==> src/rtl/hram_seq.sv <==
// HyperRAM transaction sequencer: turns read/write burst commands into CS#/CK/DQ/RWDS
// pin activity, one byte per clk, with fixed 2x initial latency and RWDS-strobed reads.
module hram_seq #(
   parameter int LATENCY_CLKS = 6,
   parameter int BURST_W      = 5,
   parameter int RD_TIMEOUT   = 64
) (
   input  logic               clk,
   input  logic               rst,
   input  logic               cmd_valid,
   output logic               cmd_ready,
   input  logic               cmd_rw,
   input  logic [31:0]        cmd_addr,
   input  logic [BURST_W-1:0] cmd_len,
   output logic               wr_req,
   input  logic [15:0]        wr_data,
   output logic [15:0]        rd_data,
   output logic               rd_valid,
   output logic               done,
   output logic               err,
   output logic               cs_n,
   output logic               ck_out,
   output logic [7:0]         dq_out,
   output logic               dq_oe,
   input  logic [7:0]         dq_in,
   output logic               rwds_out,
   output logic               rwds_oe,
   input  logic               rwds_in
);
   localparam int LAT_CYC = 4 * LATENCY_CLKS;
   localparam int CNT_W   = $clog2(LAT_CYC + 6);
   localparam int TO_W    = $clog2(RD_TIMEOUT + 1);

   typedef enum logic [2:0] {
      S_IDLE, S_CA, S_LAT, S_WDATA, S_RDATA, S_END, S_RECOV
   } state_t;

   typedef struct packed {
      logic               rw;
      logic [BURST_W-1:0] len;
   } cmd_t;

   state_t             state;
   cmd_t               cmd;
   logic [CNT_W-1:0]   cnt;
   logic [47:0]        ca_sr;
   logic [BURST_W-1:0] wcnt;
   logic               byte_sel;
   logic [7:0]         hold;
   logic               rwds_q;
   logic [TO_W-1:0]    to_cnt;
   logic               rwds_edge;

   assign rwds_edge = rwds_in ^ rwds_q;

   // Outputs are registered from the current state, so pins trail the state by one clk.
   always_ff @(posedge clk) begin
      if (rst) begin
         state     <= S_IDLE;
         cmd       <= '0;
         cnt       <= '0;
         ca_sr     <= '0;
         wcnt      <= '0;
         byte_sel  <= 1'b0;
         hold      <= '0;
         rwds_q    <= 1'b0;
         to_cnt    <= '0;
         cmd_ready <= 1'b0;
         cs_n      <= 1'b1;
         ck_out    <= 1'b0;
         dq_out    <= '0;
         dq_oe     <= 1'b0;
         rwds_out  <= 1'b0;
         rwds_oe   <= 1'b0;
         wr_req    <= 1'b0;
         rd_valid  <= 1'b0;
         rd_data   <= '0;
         done      <= 1'b0;
         err       <= 1'b0;
      end else begin
         rwds_q   <= rwds_in;
         wr_req   <= 1'b0;
         rd_valid <= 1'b0;
         done     <= 1'b0;
         err      <= 1'b0;
         rwds_out <= 1'b0;
         ck_out   <= ~ck_out;
         cnt      <= cnt + 1'b1;
         case (state)
            S_IDLE: begin
               cs_n      <= 1'b1;
               ck_out    <= 1'b0;
               dq_out    <= '0;
               dq_oe     <= 1'b0;
               rwds_oe   <= 1'b0;
               cnt       <= '0;
               cmd_ready <= 1'b1;
               if (cmd_valid && cmd_ready) begin
                  cmd_ready <= 1'b0;
                  cmd.rw    <= cmd_rw;
                  cmd.len   <= cmd_len;
                  ca_sr     <= {cmd_rw, 1'b0, 1'b1, cmd_addr[31:3], 13'd0, cmd_addr[2:0]};
                  state     <= S_CA;
               end
            end
            S_CA: begin
               cs_n    <= 1'b0;
               dq_oe   <= 1'b1;
               rwds_oe <= 1'b0;
               dq_out  <= ca_sr[47:40];
               ca_sr   <= {ca_sr[39:0], 8'h00};
               // CK phase is anchored here: first CA byte goes out with CK high
               if (cnt == '0) ck_out <= 1'b1;
               if (cnt == CNT_W'(5)) begin
                  cnt   <= '0;
                  state <= S_LAT;
               end
            end
            S_LAT: begin
               cs_n    <= 1'b0;
               dq_out  <= '0;
               dq_oe   <= 1'b0;
               rwds_oe <= 1'b0;
               if (cnt == CNT_W'(LAT_CYC - 1)) begin
                  cnt      <= '0;
                  wcnt     <= '0;
                  byte_sel <= 1'b0;
                  to_cnt   <= '0;
                  if (cmd.rw) begin
                     state <= S_RDATA;
                  end else begin
                     wr_req <= 1'b1;
                     state  <= S_WDATA;
                  end
               end
            end
            S_WDATA: begin
               cs_n     <= 1'b0;
               dq_oe    <= 1'b1;
               rwds_oe  <= 1'b1;
               byte_sel <= ~byte_sel;
               if (!byte_sel) begin
                  dq_out <= wr_data[15:8];
                  hold   <= wr_data[7:0];
               end else begin
                  dq_out <= hold;
                  if (wcnt == cmd.len) begin
                     cnt   <= '0;
                     state <= S_END;
                  end else begin
                     wr_req <= 1'b1;
                     wcnt   <= wcnt + 1'b1;
                  end
               end
            end
            S_RDATA: begin
               cs_n    <= 1'b0;
               dq_oe   <= 1'b0;
               rwds_oe <= 1'b0;
               if (rwds_edge) begin
                  to_cnt   <= '0;
                  byte_sel <= ~byte_sel;
                  if (!byte_sel) begin
                     hold <= dq_in;
                  end else begin
                     rd_data  <= {hold, dq_in};
                     rd_valid <= 1'b1;
                     if (wcnt == cmd.len) begin
                        cnt   <= '0;
                        state <= S_END;
                     end else begin
                        wcnt <= wcnt + 1'b1;
                     end
                  end
               end else if (to_cnt == TO_W'(RD_TIMEOUT - 1)) begin
                  err   <= 1'b1;
                  cnt   <= '0;
                  state <= S_END;
               end else begin
                  to_cnt <= to_cnt + 1'b1;
               end
            end
            S_END: begin
               cs_n    <= 1'b0;
               ck_out  <= 1'b0;
               dq_out  <= '0;
               dq_oe   <= 1'b0;
               rwds_oe <= 1'b0;
               if (cnt == CNT_W'(1)) begin
                  cnt   <= '0;
                  state <= S_RECOV;
               end
            end
            S_RECOV: begin
               cs_n   <= 1'b1;
               ck_out <= 1'b0;
               done   <= (cnt == '0);
               if (cnt == CNT_W'(3)) begin
                  cnt       <= '0;
                  cmd_ready <= 1'b1;
                  state     <= S_IDLE;
               end
            end
            default: state <= S_IDLE;
         endcase
      end
   end
endmodule

==> config.mk <==
export PLATFORM = sky130hd
export DESIGN_NAME = hram_seq
export DESIGN_NICKNAME = d
export VERILOG_FILES = /design/src/rtl/hram_seq.sv
export SDC_FILE = /design/constraint.sdc
export NUM_CORES = 1
export LEC_CHECK = 0
export ABC_AREA = 0
export CORE_ASPECT_RATIO = 0.8
export CORE_MARGIN = 3
export CORE_UTILIZATION = 47
export DETAILED_ROUTE_END_ITERATION = 10
export HOLD_SLACK_MARGIN = 0.06
export PLACE_DENSITY = 0.85
export SYNTH_ARGS = -nofsm -noshare
export SYNTH_HDL_FRONTEND = slang
export SYNTH_SLANG_ARGS = --single-unit
export TNS_END_PERCENT = 50
==> constraint.sdc <==
create_clock -name clk -period 2.5 [get_ports clk]
set_input_delay 0.25 -clock clk [delete_from_list [all_inputs] [get_ports clk]]
set_output_delay 0.25 -clock clk [all_outputs]
set_load 0.005 [all_outputs]
==> run summary <==
drt total wl - 12.94 mm
Slew @ Worst Pin - 0.5994 ns
slowest cell on the critical path - or3_1
peak supply drop - 0.0004283 V
Post-CTS Setup Inserts - 0
register area - 2142 um^2
Main synth FF type - dfxtp_1
num rows - 32
CP Cell Sequence - ha_1 -> and4b_1 -> o21a_1 -> o21ai_1 -> or3_1 -> a221oi_2
Clock Sinks - 107
hold path depth - 3
Worst Skew - 0.009195 ns
root buf cell - clkbuf_16
Via density - 5.729
DP Worst Slack - 0.2275 ns
DP Wirelength - 9.351 mm
switching share of power - 35.14%
CTS buffer count - 9
setup_tns - 0 ns
CP peak stage delay - 0.43 ns
post-synthesis average cell area - 8.086 um^2
Fill cells - 869
largest net degree at the start of global routing - 48
Worst-Skew Late Latency - 0.35 ns
WL/cell - 15.78 um
cell count after synthesis - 599
WP data arrival - 2.44 ns
number of flops mapped to enable cells by yosys - 0
ANT cells - 0
Die Width - 119.5 um
layout cells sized above 1 - 7.456%
GPL Wtd Cong - 0.9296
number of global-route vias before repair - 4420
most frequent cells in the layout - nand2_1 (137), dfxtp_1 (107), clkdlybuf4s50_1 (97)
Post-Syn Area - 4843 um^2
maxcap violations - 0
Clk pwr share - 27.4%
1st-iter DRT viols - 434
chip height - 96.80 um
Flop pwr share - 41.8%
Synth async-reset ratio - 0%
Final Critical Period - 2.185 ns
count of buffers from port buffering - 98
leakage - 2.226 nW
Ys Warns - 0
Nets - 750
Synth Net Count - 670
FF-to-FF End - state[0]
via count - 4698
core region area - 9849 um^2
Antenna Nets Post-Route - 0
outcome - completed
cell-internal power - 0.003503 W
setup repair after global routing missed its margin - false
Worst-path clk slew - 0.07 ns
CTS H-tree lvls - 3
Slew Viols, Final - 0
WHS - 0.3503 ns
period utilization - 87.40%
synth unique cells - 61
grt total ovfl - 0
total track usage - 22.42%
Reg2Reg Depth - 6
final setup fails - 0
initial core utilization - 49.17%
CP endpoint kind - flop
CP startpoint kind - flop
DRC violations left - 0
Die ar. - 11570 um^2
HP Class - in -> reg
post_cts resized - 0
sw power - 0.001897 W
r2r startpoint - cnt[0]
CTS Hold Bufs - 0
Area Growth Syn to Fin - 28.73%
first-pass GRT wire length - 21.38 mm
I/O pin total - 100
commonest non-fill, non-tap cell in the layout - nand2_1
Worst Hold End - cs_n
utilization after layout - 63.30%
worst hold start - rst
Worst slew margin - 60.04%
antenna violations before repair - 0
CTS tree - built
#FFs+latches synth - 107
R2R Setup Slk - 0.32 ns
critical path class - reg -> reg
Detailed Routing Iterations Pass 1 - 5
Comb power frac - 30.8%
area of the multi-input gates - 2477 um^2
Fin. Hold Viols - 0
worst-path fanout max - 5
Setup WS post-layout - 0.3151 ns
sequential fraction of the synthesis area - 44.23%
Max Buffers Root-to-Sink - 2
CP required - 2.75 ns
PwrDens - 866.1 nW/um^2
fmax - 0.4577 GHz
registers in the layout, indices dropped and copies added, names as in the netlist:
| register | count |
|---|---|
| ck_out | 1 |
| state | 3 |
| err | 1 |
| cs_n | 1 |
| rwds_oe | 1 |
| dq_oe | 1 |
| rd_data | 16 |
| hold | 8 |
| wcnt | 5 |
| rwds_q | 1 |
| cmd_ready | 1 |
| wr_req | 1 |
| rd_valid | 1 |
| cmd | 6 |
| ca_sr | 38 |
| to_cnt | 7 |
| dq_out | 8 |
| done | 1 |
| cnt | 5 |
| byte_sel | 1 |
worst max path at each step:
stage | end | slack [ns] | from | cells past startpoint
after floorplan | state[0] | 0.62 | cnt[0] | 5
after global placement | state[0] | 0.32 | rwds_in | 6
after detailed placement | state[0] | 0.23 | rwds_in | 6
after CTS | state[0] | 0.35 | cnt[0] | 6
after global routing | hold[5] | 0.13 | state[1] | 6
final | state[0] | 0.32 | cnt[0] | 6
through the flow:
stage | area [um^2] | power, W | cells
floorplan | 4843 | 0.003376 | 599
global placement | 5919 | 0.003843 | 804
detailed placement | 5919 | 0.003912 | 804
CTS | 6235 | 0.005396 | 820
global route | 6235 | 0.005684 | 820
finish | 6235 | 0.005400 | 820
worst max-delay path: cells and delay by family (launching register included):
kind / cells / cell delay, ns
adder cells (fa/ha/maj): 1 / 0.30
AND/OR/NAND/NOR: 2 / 0.78
AO/OA/AOI/OAI: 3 / 0.61
flip-flops: 1 / 0.40
power groups by stage:
stage	clock [W]	sequential [W]	combinational (W)
after CTS	0.00150	0.00225	0.00165
final	0.00148	0.00226	0.00166
after detailed placement	0	0.00228	0.00163
after global routing	0.00156	0.00229	0.00184
after global placement	0	0.00227	0.00157
after floorplan	0	0.00217	0.00120
cells by family (layout without fill, tap and decap cells):
| group | after synthesis | after routing | share of synthesized area [%] |
|---|---|---|---|
| buffers and inverters | 53 | 138 | 4.805 |
| AO/OA/AOI/OAI | 138 | 138 | 19.81 |
| adder cells (fa/ha/maj) | 5 | 5 | 1.292 |
| AND/OR/NAND/NOR | 269 | 269 | 24.31 |
| multiplexers | 17 | 17 | 3.694 |
| XOR/XNOR | 9 | 9 | 1.783 |
| flip-flops | 107 | 107 | 44.23 |
| other | 1 | 1 | 0.07743 |
routing by layer:
layer	up-vias	part of all wire (%)	global-route usage, %
li1	2254	-	-
met5	-	0	0
met1	2201	44	30.87
met3	33	7.3	4.793
met4	0	3.3	9.859
met2	210	46	33.94
cell type report:
cell class                      count  share of cell area [%]
Clock buffer                        9                   3.612
Clock inverter                      7                   1.445
Inverter                            7                  0.4214
Multi-Input combinational cell    439                   39.74
Sequential cell                   107                   34.36
Tap cell                          136                   2.729
Timing Repair Buffer              115                   17.70
synthesized netlist by cell type, drive strengths merged, types with 2 or more instances:
cell type  count  area, um^2
xor2           8       77.58
buf           15       90.09
nor2          70       265.3
o21a           2       15.01
a22o           2       17.52
a21o           4       30.03
nor2b          5       31.28
a31oi         12       75.07
or4            2       15.01
inv            7       26.28
nor3b          2       20.02
ha             5       62.56
nor3          13       65.06
mux2i         10       100.1
nand2b         4       25.02
a22oi          6       45.04
or4b           2       23.77
mux2           7       78.83
o41ai          2       17.52
nand3         15       75.07
a21oi         48       240.2
o21ai          9       45.04
and2           3       21.27
a311oi        27       236.5
a211oi        11       82.58
or2            2       12.51
dfxtp        107        2142
nand2        137       514.2
a31o           2       17.52
o211ai         4       30.03
nand4          2       12.51
clkbuf        31       116.4
and3           4       25.02
No activity file was read; power rests on OpenSTA's default activity.
